## config.mk

```make
export PLATFORM = sky130hd
export DESIGN_NAME = alu_cmd_driver
export DESIGN_NICKNAME = d
export VERILOG_FILES = /design/src/rtl/alu_pkg.sv /design/src/rtl/alu_cmd_driver.sv
export SDC_FILE = /design/constraint.sdc
export NUM_CORES = 1
export LEC_CHECK = 0
export CAP_MARGIN = 30
export CORE_ASPECT_RATIO = 0.5
export CORE_MARGIN = 2
export CORE_UTILIZATION = 50
export DETAILED_ROUTE_END_ITERATION = 7
export PLACE_DENSITY = 0.85
export SLEW_MARGIN = 20
export SYNTH_ARGS = -nofsm -noshare
export SYNTH_HDL_FRONTEND = slang
export SYNTH_SLANG_ARGS = --single-unit
```

## constraint.sdc

```tcl
create_clock -name clk -period 3.2 [get_ports clk]
set_input_delay 0.32 -clock clk [delete_from_list [all_inputs] [get_ports clk]]
set_output_delay 0.32 -clock clk [all_outputs]
set_load 0.02 [all_outputs]
```

## src/rtl/alu_pkg.sv

```systemverilog
// -----------------------------------------------------------------------------
// alu_pkg
// Shared definitions for the ALU command front end:
//   - ALU input-select encodings {persist, load, reset}
//   - one-hot operation select constants
//   - sequencer state enum
//   - one-hot classifier used to reject multi-hot operation selects
// -----------------------------------------------------------------------------
package alu_pkg;

  // ALU in_sel encodings, bit order {persist, load, reset}
  localparam logic [2:0] INSEL_HOLD    = 3'b000;
  localparam logic [2:0] INSEL_RESET   = 3'b001;
  localparam logic [2:0] INSEL_LOAD    = 3'b010;
  localparam logic [2:0] INSEL_PERSIST = 3'b100;

  // One-hot operation selects; the all-zero select means CLEAR
  localparam logic [5:0] OP_CLEAR = 6'b000000;
  localparam logic [5:0] OP_ADD   = 6'b000001;
  localparam logic [5:0] OP_SUB   = 6'b000010;
  localparam logic [5:0] OP_AND   = 6'b000100;
  localparam logic [5:0] OP_OR    = 6'b001000;
  localparam logic [5:0] OP_XOR   = 6'b010000;
  localparam logic [5:0] OP_NOT   = 6'b100000;

  typedef enum logic [1:0] {
    IDLE = 2'd0,
    LOAD = 2'd1,
    WAIT = 2'd2,
    RESP = 2'd3
  } state_t;

  typedef enum logic [1:0] {
    OH_ZERO  = 2'd0,
    OH_ONE   = 2'd1,
    OH_MULTI = 2'd2
  } onehot_t;

  // Classify a select vector (zero-extended to 32 bits). Clearing the lowest
  // set bit leaves zero exactly when at most one bit was set.
  function automatic onehot_t onehot_class(input logic [31:0] v);
    if (v == 32'd0) begin
      return OH_ZERO;
    end
    if ((v & (v - 32'd1)) == 32'd0) begin
      return OH_ONE;
    end
    return OH_MULTI;
  endfunction

endpackage

```

## src/rtl/alu_cmd_driver.sv

```systemverilog
// -----------------------------------------------------------------------------
// alu_cmd_driver
// Initiator-side sequencer for the ALU main block. Accepts one command at a
// time over a valid/ready channel, drives the ALU controls, waits the ALU
// result latency, captures the result and returns it over a valid/ready
// response channel. A command may chain on the previous result (num1).
//
// Parameters
//   WIDTH  operand/result width
//   OPW    width of the one-hot operation select
//   LAT    ALU cycles from load to valid alu_out (1..15)
//
// Ports
//   clk, rst           rising-edge clock, asynchronous active-high reset
//   on                 enable; low freezes the sequencer and holds the ALU
//   cmd_valid/ready    command handshake
//   cmd_op/a/b/chain   command payload (op all-zero = CLEAR)
//   alu_in_sel         {persist, load, reset} to the ALU
//   alu_num1/num2      ALU operands
//   alu_out_sel        ALU operation select
//   alu_out            ALU result
//   rsp_valid/ready    response handshake
//   rsp_data, rsp_err  captured result, illegal (multi-hot) command flag
//
// Every output is a flop. The combinational process computes the next value
// of each output from the next state, so outputs line up with the state they
// describe. Handshakes are qualified with on, so nothing completes while the
// block is frozen.
// -----------------------------------------------------------------------------
module alu_cmd_driver
  import alu_pkg::*;
#(
  parameter int WIDTH = 8,
  parameter int OPW   = 6,
  parameter int LAT   = 1
) (
  input  logic             clk,
  input  logic             rst,
  input  logic             on,
  input  logic             cmd_valid,
  output logic             cmd_ready,
  input  logic [OPW-1:0]   cmd_op,
  input  logic [WIDTH-1:0] cmd_a,
  input  logic [WIDTH-1:0] cmd_b,
  input  logic             cmd_chain,
  output logic [2:0]       alu_in_sel,
  output logic [WIDTH-1:0] alu_num1,
  output logic [WIDTH-1:0] alu_num2,
  output logic [OPW-1:0]   alu_out_sel,
  input  logic [WIDTH-1:0] alu_out,
  output logic             rsp_valid,
  input  logic             rsp_ready,
  output logic [WIDTH-1:0] rsp_data,
  output logic             rsp_err
);

  // Counter wide enough for LAT up to 15
  localparam int CNT_W = 4;

  state_t           state, state_d;
  logic [CNT_W-1:0] cnt, cnt_d;
  logic [WIDTH-1:0] last_res, last_res_d;
  logic             clear_q, clear_d;

  logic             cmd_ready_d;
  logic [2:0]       in_sel_d;
  logic [WIDTH-1:0] num1_d, num2_d, rsp_data_d;
  logic [OPW-1:0]   out_sel_d;
  logic             rsp_valid_d, rsp_err_d;

  logic             cmd_fire, rsp_fire;
  onehot_t          op_kind;

  assign cmd_fire = on && cmd_valid && cmd_ready;
  assign rsp_fire = on && rsp_valid && rsp_ready;
  assign op_kind  = onehot_class(32'(cmd_op));

  // ---------------------------------------------------------------------------
  // Next state, counter, data registers and registered outputs
  // ---------------------------------------------------------------------------
  always_comb begin
    // NOTE: every signal gets a default before any branch, so no path leaves a
    // value unassigned and no latch is inferred.
    state_d    = state;
    cnt_d      = cnt;
    last_res_d = last_res;
    clear_d    = clear_q;
    num1_d     = alu_num1;
    num2_d     = alu_num2;
    out_sel_d  = alu_out_sel;
    rsp_data_d = rsp_data;
    rsp_err_d  = rsp_err;

    if (on) begin
      unique case (state)
        IDLE: begin
          if (cmd_fire) begin
            if (op_kind == OH_MULTI) begin
              // Illegal select: answer directly, ALU pins stay untouched
              state_d    = RESP;
              rsp_err_d  = 1'b1;
              rsp_data_d = '0;
            end else begin
              state_d   = LOAD;
              clear_d   = (op_kind == OH_ZERO);
              out_sel_d = cmd_op;
              rsp_err_d = 1'b0;
              if (op_kind == OH_ONE) begin
                num1_d = cmd_chain ? last_res : cmd_a;
                num2_d = cmd_b;
              end
            end
          end
        end

        LOAD: begin
          if (clear_q) begin
            state_d    = RESP;
            last_res_d = '0;
            rsp_data_d = '0;
          end else begin
            state_d = WAIT;
            cnt_d   = CNT_W'(LAT);
          end
        end

        WAIT: begin
          // The ALU latches the operands on the edge that leaves LOAD and its
          // result settles LAT edges later, so it is sampled on the edge after
          // the counter has run down to zero.
          if (cnt == '0) begin
            state_d    = RESP;
            rsp_data_d = alu_out;
            last_res_d = alu_out;
          end else begin
            cnt_d = cnt - CNT_W'(1);
          end
        end

        RESP: begin
          if (rsp_fire) begin
            state_d = IDLE;
          end
        end

        default: state_d = IDLE;
      endcase
    end

    // Registered outputs follow the state being entered; with on low the
    // state is held and the ALU is parked in HOLD.
    rsp_valid_d = (state_d == RESP);
    cmd_ready_d = on && (state_d == IDLE);
    in_sel_d    = INSEL_HOLD;
    if (on) begin
      unique case (state_d)
        LOAD:    in_sel_d = clear_d ? INSEL_RESET : INSEL_LOAD;
        WAIT:    in_sel_d = INSEL_PERSIST;
        RESP:    in_sel_d = rsp_err_d ? INSEL_HOLD : INSEL_PERSIST;
        default: in_sel_d = INSEL_HOLD;
      endcase
    end
  end

  // ---------------------------------------------------------------------------
  // State and output registers
  // ---------------------------------------------------------------------------
  // NOTE: sequential state uses non-blocking assignments so every flop samples
  // the pre-edge values, independent of statement order.
  always_ff @(posedge clk or posedge rst) begin
    if (rst) begin
      state       <= IDLE;
      cnt         <= '0;
      last_res    <= '0;
      clear_q     <= 1'b0;
      cmd_ready   <= 1'b0;
      alu_in_sel  <= INSEL_HOLD;
      alu_num1    <= '0;
      alu_num2    <= '0;
      alu_out_sel <= '0;
      rsp_valid   <= 1'b0;
      rsp_data    <= '0;
      rsp_err     <= 1'b0;
    end else begin
      state       <= state_d;
      cnt         <= cnt_d;
      last_res    <= last_res_d;
      clear_q     <= clear_d;
      cmd_ready   <= cmd_ready_d;
      alu_in_sel  <= in_sel_d;
      alu_num1    <= num1_d;
      alu_num2    <= num2_d;
      alu_out_sel <= out_sel_d;
      rsp_valid   <= rsp_valid_d;
      rsp_data    <= rsp_data_d;
      rsp_err     <= rsp_err_d;
    end
  end

endmodule

```

==> reports/metrics.yaml <==
setup_path:
  slowest_stage: "or4_4"
  ff2ff_setup_slack_ns: 1.26
  arrival_ns: 2.54
  crit_buf_inv: 2
  crit_end: "alu_num2[3]$_DFFE_PP0P_"
  crit_type: "in -> reg"
  r2r-start: "state[1]$_DFF_PP0_"
  crit_path_start_kind: "input pin"
  worstPathRequired_ns: 3.38
  timing.rr.end: "alu_num2[3]$_DFFE_PP0P_"
  crit_cells: 7
  rr_worst_depth: 5
  critPathCaptureType: "flip-flop"
  critPathLaunch: "cmd_op[2]"
  cp_slowest_stage_delay_ns: 0.62
  path_cells: "clkdlybuf4s50_1 > or4_4 > nor3b_2 > a21o_1 > o21a_1 > buf_4 > mux2_2"
  crit_fanout: 18
  crit_family: "simple AND/OR/NAND/NOR gates"
synth:
  ys_async_sr_fraction_pct: 100
  ys_ff_latch: 51
  synthTopCellsByCount: "51 x dfrtp_1, 22 x mux2_2, 15 x a22o_1, 9 x nor2_1, 8 x mux2_4"
  synth_edf_count: 0
  yosysTopAreaCell: "dfrtp_1"
  synth_top_area_share_pct: 54.5
  postSynthCellCount: 183
  synth_nets: 221
  yosysMostFrequentCell: "dfrtp_1"
  avgSynthCellArea_um2: 12.8
  yosysWarnings: 0
  ys.flop_type: "dfrtp_1"
  synth_area_um2: 2340
  ys_types: 44
  seq_area_frac_synth_pct: 54.5
  yosys-top-cells-area: "dfrtp_1 55%, mux2_2 11%, a22o_1 5.6%"
power:
  vdd_drop_max_mv: 0.270
  power_density_nw_per_um2: 511
  p_leak_nw: 1.42
floorplan:
  dieArea_um2: 5280
  start_util_pct: 52.6
  core_um2: 4450
  rows: 17
  ios: 72
  die_w_um: 101
  fp.dieH_um: 52.4
finish:
  final_util_pct: 71.0
  final_nets: 293
  syn_to_final_growth_pct: 34.9
  layout-drive-gt1-share_pct: 18.1
  n_antenna_cell: 0
clock_tree:
  htreeDepth: 2
  numCtsBuffers: 5
  root_buffer: "clkbuf_8"
  post_cts_buffers: 0
  clk_latency_ns: 0.29
  clkSlewWorstSetupHoldPaths_ns: 0.08
  ctsResizeCount: 0
  clock_path_buffers: 2
  cts_sinks: 51
  holdBufCountCts: 0
  cts_tree: "yes"
route:
  drt_wl_total_mm: 5.11
  final_antenna_net_count: 0
  wl_met3_um: 249
  wl_met1_mm: 2.22
  met2_length_mm: 2.54
  avgRoutedWirePerCell_um: 16.4
  drc_errors: 0
  vias_per_cell: 5.53
  dr.pass1.iters: 4
  routed-via-count: 1719
  drtIter0Drc: 39
  highest_layer: "met4"
timing:
  rsz0062_at_grt: "false"
  max_freq_mhz: 424
  skew_ns: 0.00356
  tightestPinTransition_ns: 0.555
  setup-tns-final_ns: 0
  max_slew_margin_pct: 62.9
  drv_slew: 0
  period_share_pct: 73.6
  finalSetupViolCount: 0
  hold_viol_final: 0
  fin_crit_ns: 2.36
job:
  cap_violations: 0
global_route:
  grt_first_pass_wirelength_mm: 8.23
  antenna_found_initial: 0
  grt_pass1_vias: 1740
  grt_remaining_overflow: 0
  grt_max_degree: 27
  grt.total_usage_pct: 20.6
outcome:
  status: "completed"
min_path:
  hp-class: "in -> async"
placed_design:
  place.gp.congestion: 0.831
  port_buffers: 71
  dp_hpwl_mm: 3.85
[power by group]
group | leakage [nW] | internal (mW) | total, mW | switching (mW)
registers | 0.695 | 0.735 | 0.809 | 0.0740
logic | 0.693 | 0.240 | 0.465 | 0.225
clock network | 0.0371 | 0.146 | 0.339 | 0.193
total | 1.42 | 1.12 | 1.61 | 0.492
[area by class of cell]
| cell class | instances | area [µm²] |
|---|---|---|
| fillers | 316 | 1290 |
| flip-flops and latches | 51 | 1280 |
| multi-input cells | 118 | 975 |
| repair buffers | 73 | 738 |
| clock buffers | 6 | 72.6 |
| well taps | 57 | 71.3 |
| inverters | 6 | 22.5 |
[worst reg2reg max path: stages, from the launching register on]
cell and delay, ns:
dfrtp_1 0.50, nand4b_1 0.27, nor2_1 0.23, o21a_1 0.16
buf_4 0.27, mux2_2 0.39
[logic make-up after synthesis]
kind of cell | Yosys count | share of synthesized area [%]
xor gates and xnor gates | 2 | 0.749
adders and majority gates | 3 | 1.50
and+or+nand+nor | 40 | 9.84
buffers and inverters | 14 | 3.80
AOI/OAI and AO/OA | 43 | 13.9
muxes | 30 | 15.7
DFF | 51 | 54.5
[metal layers]
layer | vias up | track usage [%]
met1 | 848 | 26.5
met3 | 11 | 4.80
met2 | 49 | 34.8
met5 | - | 0
met4 | 0 | 7.31
li1 | 811 | -
[per-stage QoR]
stage | cells | power [mW] | hold WS, ns | setup slack [ns] | instance area [µm²]
global placement | 304 | 1.27 | 0.477 | 0.633 | 3060
global route | 311 | 1.70 | 0.443 | 0.796 | 3160
detailed placement | 305 | 1.29 | 0.484 | 0.529 | 3080
finish | 311 | 1.61 | 0.403 | 0.844 | 3160
floorplan | 183 | 1.08 | 0.448 | 1.25 | 2340
CTS | 311 | 1.62 | 0.405 | 0.836 | 3160
[sequential cells by signal (all words and copies together) (netlist names)]
register	flops
alu_num1	8
alu_num2	8
last_res	8
rsp_data	8
alu_out_sel	6
cnt	4
alu_in_sel	3
state	2
clear_q	1
cmd_ready	1
rsp_err	1
rsp_valid	1
[worst min-delay path by stage]
stage,from,to
floorplan,alu_out[6],rsp_data[6]$_DFFE_PP0P_
global placement,rsp_data[6]$_DFFE_PP0P_,rsp_data[6]$_DFFE_PP0P_
detailed placement,last_res[4]$_DFFE_PP0P_,last_res[4]$_DFFE_PP0P_
CTS,rst,last_res[1]$_DFFE_PP0P_
global route,rst,last_res[1]$_DFFE_PP0P_
finish,rst,alu_num2[3]$_DFFE_PP0P_
[cells in the final DEF (no fill, tap or decap), drive strengths merged, types with 2 or more instances in the layout]
master         netlist  routed
clkbuf               3       6
inv                  6       6
mux2                30      30
and3                 3       3
a21oi                3       3
o211ai               2       2
nand3                4       4
a21o                 2       2
dfrtp               51      51
o21a                 2       2
clkdlybuf4s50        0      71
a22o                15      15
o21ai                8       8
a211oi               3       3
ha                   2       2
nor4b                2       2
xnor2                2       2
buf                  5       2
nand2b               2       2
or2                  2       2
or4                  2       2
nand2                7       7
a31oi                3       3
nor3                 2       2
nor2                10      10
Note: power is estimated with default switching activity, not from simulation.
